File: src/rtl/led_frame_scheduler.sv
// LED strip frame scheduler: two round-robin 3-bit RGB writers fill a
// 24-bit-per-pixel buffer that is streamed to the serializer, followed by a latch gap.
module led_frame_scheduler #(
    parameter int NUM_LEDS     = 60,
    parameter int ADDR_W       = 6,
    parameter int LATCH_CYCLES = 600,
    parameter int LATCH_W      = 13
) (
    input  logic              clk,
    input  logic              rst_n,
    input  logic              refresh_en,
    input  logic              req_a,
    input  logic [ADDR_W-1:0] addr_a,
    input  logic [2:0]        r_a,
    input  logic [2:0]        g_a,
    input  logic [2:0]        b_a,
    output logic              gnt_a,
    input  logic              req_b,
    input  logic [ADDR_W-1:0] addr_b,
    input  logic [2:0]        r_b,
    input  logic [2:0]        g_b,
    input  logic [2:0]        b_b,
    output logic              gnt_b,
    output logic              pix_valid,
    input  logic              pix_ready,
    output logic [23:0]       pix_data,
    output logic              busy,
    output logic              frame_done
);

    typedef enum logic [1:0] {
        IDLE   = 2'd0,
        STREAM = 2'd1,
        LATCH  = 2'd2
    } state_t;

    localparam logic [ADDR_W-1:0]  LAST_IDX   = ADDR_W'(NUM_LEDS - 1);
    localparam logic [LATCH_W-1:0] LATCH_LAST = LATCH_W'(LATCH_CYCLES - 1);

    state_t              state;
    logic [ADDR_W-1:0]   idx;
    logic [ADDR_W-1:0]   nxt_idx;
    logic [LATCH_W-1:0]  latch_cnt;
    logic                dirty;
    logic                last_b;
    logic [23:0]         pix_buf [NUM_LEDS];

    logic                wr_en;
    logic [ADDR_W-1:0]   wr_addr;
    logic [23:0]         wr_word;

    // 3-bit channel scaled so that 7 maps to 252
    function automatic logic [7:0] expand(input logic [2:0] c);
        return {5'd0, c} * 8'd36;
    endfunction

    // On contention the writer that was not granted last wins
    assign gnt_a   = req_a & (~req_b | last_b);
    assign gnt_b   = req_b & (~req_a | ~last_b);
    assign nxt_idx = idx + 1'b1;

    // Select the granted writer's word; out-of-range addresses never write
    always_comb begin
        wr_addr = addr_b;
        wr_word = {expand(b_b), expand(r_b), expand(g_b)};
        if (gnt_a) begin
            wr_addr = addr_a;
            wr_word = {expand(b_a), expand(r_a), expand(g_a)};
        end
        wr_en = (gnt_a | gnt_b) & (wr_addr <= LAST_IDX);
    end

    // Pixel buffer: one expanded word per LED, cleared by reset
    always_ff @(posedge clk) begin
        if (!rst_n) begin
            for (int i = 0; i < NUM_LEDS; i++) begin
                pix_buf[i] <= '0;
            end
        end else if (wr_en) begin
            pix_buf[wr_addr] <= wr_word;
        end
    end

    // Frame sequencer with registered stream outputs and dirty tracking
    always_ff @(posedge clk) begin
        if (!rst_n) begin
            state      <= IDLE;
            idx        <= '0;
            latch_cnt  <= '0;
            dirty      <= 1'b0;
            last_b     <= 1'b0;
            pix_valid  <= 1'b0;
            pix_data   <= '0;
            busy       <= 1'b0;
            frame_done <= 1'b0;
        end else begin
            frame_done <= 1'b0;
            if (gnt_a | gnt_b) begin
                last_b <= gnt_b;
            end
            unique case (state)
                IDLE: begin
                    if (dirty | refresh_en) begin
                        state     <= STREAM;
                        idx       <= '0;
                        pix_data  <= pix_buf[0];
                        pix_valid <= 1'b1;
                        busy      <= 1'b1;
                        dirty     <= 1'b0;
                    end
                end
                STREAM: begin
                    if (pix_ready) begin
                        if (idx == LAST_IDX) begin
                            state     <= LATCH;
                            pix_valid <= 1'b0;
                            idx       <= '0;
                            latch_cnt <= '0;
                        end else begin
                            idx      <= nxt_idx;
                            pix_data <= pix_buf[nxt_idx];
                        end
                    end
                end
                LATCH: begin
                    if (latch_cnt == LATCH_LAST) begin
                        state      <= IDLE;
                        frame_done <= 1'b1;
                        busy       <= 1'b0;
                        latch_cnt  <= '0;
                    end else begin
                        latch_cnt <= latch_cnt + 1'b1;
                    end
                end
                default: state <= IDLE;
            endcase
            // A write in the same cycle as frame entry keeps the buffer dirty
            if (wr_en) begin
                dirty <= 1'b1;
            end
        end
    end

endmodule

File: config.mk
export PLATFORM = sky130hd
export DESIGN_NAME = led_frame_scheduler
export DESIGN_NICKNAME = d
export VERILOG_FILES = /design/src/rtl/led_frame_scheduler.sv
export SDC_FILE = /design/constraint.sdc
export NUM_CORES = 1
export LEC_CHECK = 0
export BUFFER_PORTS_ARGS = -buffer_cell sky130_fd_sc_hd__buf_2
export CELL_PAD_IN_SITES_DETAIL_PLACEMENT = 0
export CELL_PAD_IN_SITES_GLOBAL_PLACEMENT = 2
export CORE_MARGIN = 2
export CORE_UTILIZATION = 41
export CTS_CLUSTER_DIAMETER = 100
export DETAILED_ROUTE_END_ITERATION = 10
export MAX_ROUTING_LAYER = met4
export PLACE_DENSITY = 0.8
export RECOVER_POWER = 50
export SLEW_MARGIN = 20
export SYNTH_ARGS = -nofsm -noshare
export SYNTH_HDL_FRONTEND = slang
export SYNTH_SLANG_ARGS = --single-unit
File: constraint.sdc
create_clock -name clk -period 2.25 [get_ports clk]
set_input_delay 0.1125 -clock clk [delete_from_list [all_inputs] [get_ports clk]]
set_output_delay 0.1125 -clock clk [all_outputs]
set_load 0.01 [all_outputs]
Yosys cells after proc, flatten, opt, wreduce, memory -nomap -nowiden
Memories as Yosys holds them, arrays and structs flattened. Cells that the tools add are included.

Register bits after elaboration: 50. Memory bits (writable): 1440. Bits of input ports: 36. Memories: 1.

Memory list: pix_buf (words 60, bits a word 24, rd ports 2, clocked after Yosys merged registers in 0, write ports 60, RTL line 46) `logic [23:0] pix_buf [NUM_LEDS];`.

$add $sub $neg: 2. Multipliers: 6. Magnitude comparators: 1. Equality and inequality tests: 9. Muxes and demuxes: 36. Bitwise operators: 10. Reduce and logical (&&, ||, !) cells: 15.

Operator list (count): $mux 24 (5); $pmux 24 s2 (1); $mux 13 (3); $mul 3x4->6 const B (6); $mux 6 (5); $pmux 13 s2 (1); $reduce_or 24->1 (1); $add 13x1->13 const B (1); $eq 13x10->1 const B (1); $mux 1 (13); $pmux 6 s2 (1); $reduce_and 4->1 (3); $ne 2x2->1 const B (5); $reduce_bool 2->1 (5); $reduce_and 3->1 (3); $mux 2 (4); $add 6x1->6 const B (1); $eq 6x6->1 const B (1); $le 6x6->1 const B (1); $pmux 2 s3 (1); $or 1x1->1 (4); $pmux 1 s2 (2); $reduce_and 2->1 (2); $and 1x1->1 (3); other kinds (4) (6).

Logic depth before layout (Yosys ltp)
Gate-level depths: netlist (run 1).

Word-level depth: 11. Gate-level depth with buffers: 10. Depth with buffers taken out: 7.

Least setup slack after synthesis (run 1)
No wires, ideal clock.

Path type: flip-flop to flip-flop. Start: reg idx[1]. End: reg pix_data[13]. Library setup time: 0.147 ns. Arrival: 2.351 ns. Setup slack: -0.248 ns. Cell stages (with the launch flop): 10. Path buffers: 3. Period minus slack after synthesis: 2.498 ns. Cell sequence: dfxtp_1 -> ha_1 -> buf_2 -> clkbuf_1 -> buf_1 -> mux4_2 -> nand2_1 -> a21oi_1 -> a2111oi_0 -> a41oi_1.

Word-level cells in the longest chain between the ends: 5. Elaborated cells on any way between the ends: 8.

RTL lines: from (decl) (RTL line 41) `logic [ADDR_W-1:0] idx;`; from (signal assigned) (RTL line 120) `idx <= nxt_idx;`; $add 6x1->6 (RTL line 60) `assign nxt_idx = idx + 1'b1;`; $mem_v2 60x24; $mux 24 (RTL line 114) `if (idx == LAST_IDX) begin`; $mux 24 (RTL line 113) `if (pix_ready) begin`; $pmux 24 s2 (RTL line 101) `unique case (state)`; to (signal assigned) (RTL line 106) `pix_data <= pix_buf[0];`; to (signal assigned) (RTL line 121) `pix_data <= pix_buf[nxt_idx];`; to (decl) (RTL line 26) `output logic [23:0] pix_data,`.

Several ways; a longest one is shown, not always the timed one. The select of a mux whose other input is x is not followed. A chain may end at the register's enable or synchronous reset.

Worst setup path after layout (run 1)
Start: reg idx[0]. End: reg pix_data[22].

Same word-level chain as after synthesis.

==> flow_summary.json, run 1 <==
{
  "fmax_mhz": 398,
  "startpoint_type": "register",
  "tritoncts": "yes",
  "cts_buffers": 68,
  "ys_warn_count": 0,
  "synth_most_common_cell": "edfxtp_1",
  "grt_pass1_wl_um": 120000,
  "worst_pin_slew_ps": 1780,
  "setup_violations": 891,
  "antenna_cells": 0,
  "setup.worst_path.end_class": "register",
  "synth_area_leaders": "edfxtp_1 (63%), mux4_2 (10%), nor2_1 (7.8%), nand2_1 (3.1%), dfxtp_1 (2.6%)",
  "ys.flop_type": "edfxtp_1",
  "grt_util_all_layers_pct": 24.2,
  "nNetsFinal": 2471,
  "die_h_um": 262,
  "async_reset_ff_share_pct": 0,
  "min_path_type": "input port to register",
  "fin_area_um2": 35800,
  "synth_area_um2": 27300,
  "required_ps": 2720,
  "slew_violations": 108,
  "clkLatencyLatePin_ps": 600,
  "initial_core_util_pct": 41.5,
  "relSlewSlack_pct": -18.5,
  "synth-edff-count": 576,
  "ys_seq_area_share_pct": 65.8,
  "yosysTopAreaCell": "edfxtp_1",
  "coreArea_um2": 65900,
  "vias": 18600,
  "dieArea_um2": 68800,
  "htreeDepth": 3,
  "cp_max_fo": 8,
  "wl_per_cell_um": 24.3,
  "rsz0062_at_grt": "yes",
  "ios": 65,
  "ant_nets": 0,
  "cap_violations": 1,
  "min_period_ps": 2510,
  "clock_path_buffers": 3,
  "clkSinkCount": 611,
  "worst_slack_ps": -260,
  "arrival_ps": 2980,
  "via_per_inst": 5.55,
  "utilization_pct": 54.3,
  "hpwl_um": 52300,
  "skew_ps": 20.1,
  "rows": 94,
  "synth_cell_type_count": 73,
  "ys_seq_elements": 611,
  "dieWidth_um": 262,
  "detail_route.iter0.violations": 2117,
  "root_buffer": "clkbuf_16",
  "grt_max_degree": 106,
  "status": "complete, but fails checks",
  "placed_area_um2": 31100,
  "finalHoldViolCount": 0,
  "fillers": 5347,
  "finalCritPeriodShare_pct": 112,
  "p_leak_nw": 13.2,
  "avgSynthCellArea_um2": 13.2,
  "synth_top_cell_area_share_pct": 63.2,
  "antenna_found_initial": 0,
  "drive_gt1_share_pct": 33.0,
  "drt_pass1_iterations": 6,
  "synth_commonest_cells": "edfxtp_1 (576), nor2_1 (571), nand2_1 (225), mux4_2 (127), clkbuf_1 (98)",
  "port_buffers": 58,
  "routabilityCongestion": 0.908,
  "violations": "max-capacitance violations, max-slew violations, negative setup slack",
  "vdd_ir_drop_max_uv": 468,
  "syn_inst": 2064,
  "power.density_nw_per_um2": 770,
  "worst-setup-path-type": "register to register",
  "grt_pass1_vias": 18700,
  "area_growth_pct": 30.8,
  "grt-ovfl-total": 0,
  "drt_wl_total_um": 81400,
  "place_ws_ps": -636,
  "clk_pin_slew_ps": 60,
  "drc_errors": 0
}
==> sequential cells by signal, summed over array words and instances (netlist names) <==
signal      count
last_b          1
pix_valid       1
pix_buf       576
pix_data        9
busy            1
dirty           1
frame_done      1
latch_cnt      13
state           2
idx             6
==> cells by family (layout without fill, tap and decap cells) <==
group | after synthesis | in the layout | synth area share [%]
xor gates and xnor gates | 14 | 14 | 0.517
muxes | 166 | 166 | 11.9
and+or+nand+nor | 949 | 970 | 14.6
other | 1 | 42 | 0.0137
DFF | 611 | 611 | 65.8
adders and majority gates | 2 | 2 | 0.0915
buffers and inverters | 181 | 542 | 3.03
AOI/OAI and AO/OA | 140 | 140 | 4.07
==> critical path, stage by stage, from the launching register on <==
cell	delay [ps]
dfxtp_4	380
ha_4	330
buf_12	130
buf_16	140
mux4_2	350
mux2_4	280
a222oi_1	440
o2bb2a_4	220
a41oi_2	90
==> final timing paths <==
path / slack, ps / depth (start not counted) / endpoint / from
max: -260 / 8 / pix_data[22] / idx[0]
min: 100 / 4 / pix_buf[16][15] / r_a[2]
max reg2reg: -260 / 8 / pix_data[22] / idx[0]
min reg2reg: 490 / 2 / pix_valid / pix_valid
==> placed cells by master, fill, tap and decap left out, drive strengths merged, types with 17 or more instances in the layout <==
master and count:
edfxtp 576, clkbuf 126, nor2 571, dfxtp 35, nor3 18, inv 26
clkinv 25, nor2b 20, a2111oi 17, and2 18, nand3 35, mux2i 37
buf 355, mux4 127, conb 42, nand2 254
==> what timing repair did <==
action | 4_1_cts | 5_1_grt
resized for setup | 243 | 115
cloned | 36 | 5
endpoints found under the setup margin | 955 | 823
hold buffers | 4 | 0
endpoints found under the hold margin | 4 | 0
pin swaps | 42 | 36
setup buffers | 49 | 23
==> per-layer routing <==
metal / up-vias / share of wire (%) / GRT usage [%]
met1: 9484 / 41 / 32.6
met4: 0 / 2.5 / 7.09
li1: 8274 / - / -
met2: 737 / 49 / 38.6
met5: - / 0 / -
met3: 117 / 7.6 / 3.36
==> area by class of cell <==
cell class	count	area, um^2	share of cell area [%]
inverter	25	93.8	0.262
tap	864	1080	3.02
clock inverter	32	275	0.770
clock buffer	92	1900	5.31
sequential	611	18000	50.3
multi-input combinational	1334	10300	28.9
timing repair buffer	393	4070	11.4
==> per-stage QoR <==
step,instances,total power [mW],hold slack [ps],setup TNS [ps]
final,3351,27.5,98.9,-74120
after global routing,3351,28.3,103,-150710
after CTS,3331,27.6,8.29,-4080
after detailed placement,3126,16.2,420,-137140
after global placement,3126,16.1,408,-98740
after floorplan,2105,14.8,271,-4150
==> power by group <==
part,switching [mW],internal (mW),total (mW),leakage (nW)
registers,0.195,12.9,13.1,6.11
logic,1.94,1.50,3.43,6.02
clock network,4.51,6.49,11.0,1.06
total,6.64,20.9,27.5,13.2
Note: power is estimated with default switching activity, not from simulation.
==> run 2, diff against run 1 <==
- BUFFER_PORTS_ARGS: -buffer_cell sky130_fd_sc_hd__buf_2 -> -buffer_cell sky130_fd_sc_hd__buf_4
==> run 2 against run 1 <==
Net effect: the flow finishes with violations (negative setup slack); sequential share of layout area is 0.65 points higher; hold slack worse by 6.0 ps; final cell count is 1.1% lower; clock power hardly changed; first-iteration DRC count is 1.6% lower; wire length is 0.35% lower; count of clock-buffer cells in the layout is 8 lower; power is 1.2% lower; clock skew hardly changed; sequential power hardly changed; worst setup slack better by 92 ps.
==> flow_summary.json, run 2 (same netlist as run 1, synthesis figures left out) <==
{
  "grt_max_degree": 96,
  "grt_pass1_wl_um": 120000,
  "finalNonFillerCells": 3314,
  "fillers": 5444,
  "final_common_cell": "edfxtp_1",
  "power.total_mw": 27.2,
  "drc_errors": 0,
  "rsz0062_at_grt": "yes",
  "status": "complete, but fails checks",
  "drt_wl_total_um": 81200,
  "vdd_ir_drop_max_uv": 498,
  "largest_reg_flops": 576,
  "area_growth_pct": 29.1,
  "grt-ovfl-total": 0,
  "required_ps": 2720,
  "place_ws_ps": -566,
  "antenna_cells": 0,
  "setup_violations": 461,
  "top_register": "pix_buf",
  "p_leak_nw": 13.0,
  "cap_violations": 0,
  "slew_violations": 0,
  "min_path_type": "input port to register",
  "root_buffer": "clkbuf_16",
  "worst-setup-path-type": "register to register",
  "dieArea_um2": 68800,
  "arrival_ps": 2890,
  "nNetsFinal": 2437,
  "placed_area_um2": 31100,
  "dieWidth_um": 262,
  "ios": 65,
  "coreArea_um2": 65900,
  "violations": "negative setup slack",
  "htreeDepth": 3,
  "via_per_inst": 5.58,
  "clkLatencyLatePin_ps": 610,
  "grt_util_all_layers_pct": 24.1,
  "clk_pin_slew_ps": 60,
  "fmax_mhz": 414,
  "wl_per_cell_um": 24.5,
  "drive_gt1_share_pct": 32.0,
  "finalHoldViolCount": 0,
  "finalCritPeriodShare_pct": 107,
  "hpwl_um": 51800,
  "setup_tns_ps": -17850,
  "fin_area_um2": 35300,
  "seqCellArea_um2": 18000,
  "skew_ps": 20.3,
  "vias": 18500,
  "worst_slack_ps": -168,
  "tritoncts": "yes",
  "cp_max_fo": 6,
  "reg2reg_setup_slack_ps": -170,
  "dp_cells": 3117,
  "min_period_ps": 2420,
  "initial_core_util_pct": 41.5,
  "startpoint_type": "register",
  "clkSinkCount": 611,
  "antenna_found_initial": 0,
  "routabilityCongestion": 0.850,
  "port_buffers": 58,
  "mostFrequentLayoutCells": "edfxtp_1 (576), nor2_1 (559), buf_4 (199), nand2_1 (140), mux4_2 (127)",
  "cts_buffers": 67,
  "rows": 94,
  "worst_pin_slew_ps": 1200,
  "setup.worst_path.end_class": "register",
  "multi_input_area_um2": 9980,
  "hold_slack_ps": 92.9,
  "grt_pass1_vias": 18500,
  "relSlewSlack_pct": 20.0,
  "power.density_nw_per_um2": 770,
  "die_h_um": 262,
  "drt_pass1_iterations": 5,
  "ant_nets": 0,
  "utilization_pct": 53.6,
  "clock_path_buffers": 3,
  "detail_route.iter0.violations": 2083,
  "top_regs": "pix_buf x576, latch_cnt x13, pix_data x9"
}
==> run 2: worst paths after layout <==
path                                start         endpoint  cells after the start
worst max register to register     idx[0]     pix_data[21]                     10
worst max-delay path               idx[0]     pix_data[21]                     10
worst min-delay path               r_a[0]  pix_buf[20][13]                      4
worst min register to register  pix_valid        pix_valid                      2
==> run 2: timing repair <==
item                                    4_1_cts  5_1_grt
hold buffers                                  4        0
pin swaps                                    49       21
hold endpoints to repair                      6        0
gates resized for setup                     263       54
endpoints found under the setup margin      623     1053
buffers inserted                             35       21
gates cloned                                 29        5
==> run 2: layer usage <==
layer | routed length, um | share of wire [%] | up-vias | track usage (%)
met3 | 6890 | 8.5 | 105 | 5.47
li1 | - | - | 8188 | -
met4 | 2150 | 2.7 | 0 | 8.60
met2 | 39600 | 49 | 844 | 37.6
met1 | 32500 | 40 | 9364 | 31.1
met5 | 0 | 0 | - | -
==> run 2: cell type report <==
type                            count  area share, %
Sequential cell                   611           51.0
Multi-Input combinational cell   1323           28.3
Timing Repair Buffer              371           11.4
Clock buffer                       84           5.13
Tap cell                          864           3.06
Clock inverter                     36          0.879
Inverter                           25          0.266
==> run 2: power breakdown <==
group          total (mW)  internal (mW)  switching [mW]  leakage, nW
registers            13.1           12.9           0.212         6.11
logic                3.28           1.42            1.86         5.88
clock network        10.8           6.21            4.58         1.05
==> run 2: worst max-delay path, cell delays in order (launching register included) <==
cell and delay, ps:
dfxtp_4 370, ha_4 330, buf_12 150, buf_12 130, buf_4 110, mux4_2 280, nor2b_4 150, a2111oi_4 350
a2bb2oi_2 170, buf_4 140, a41oi_2 120
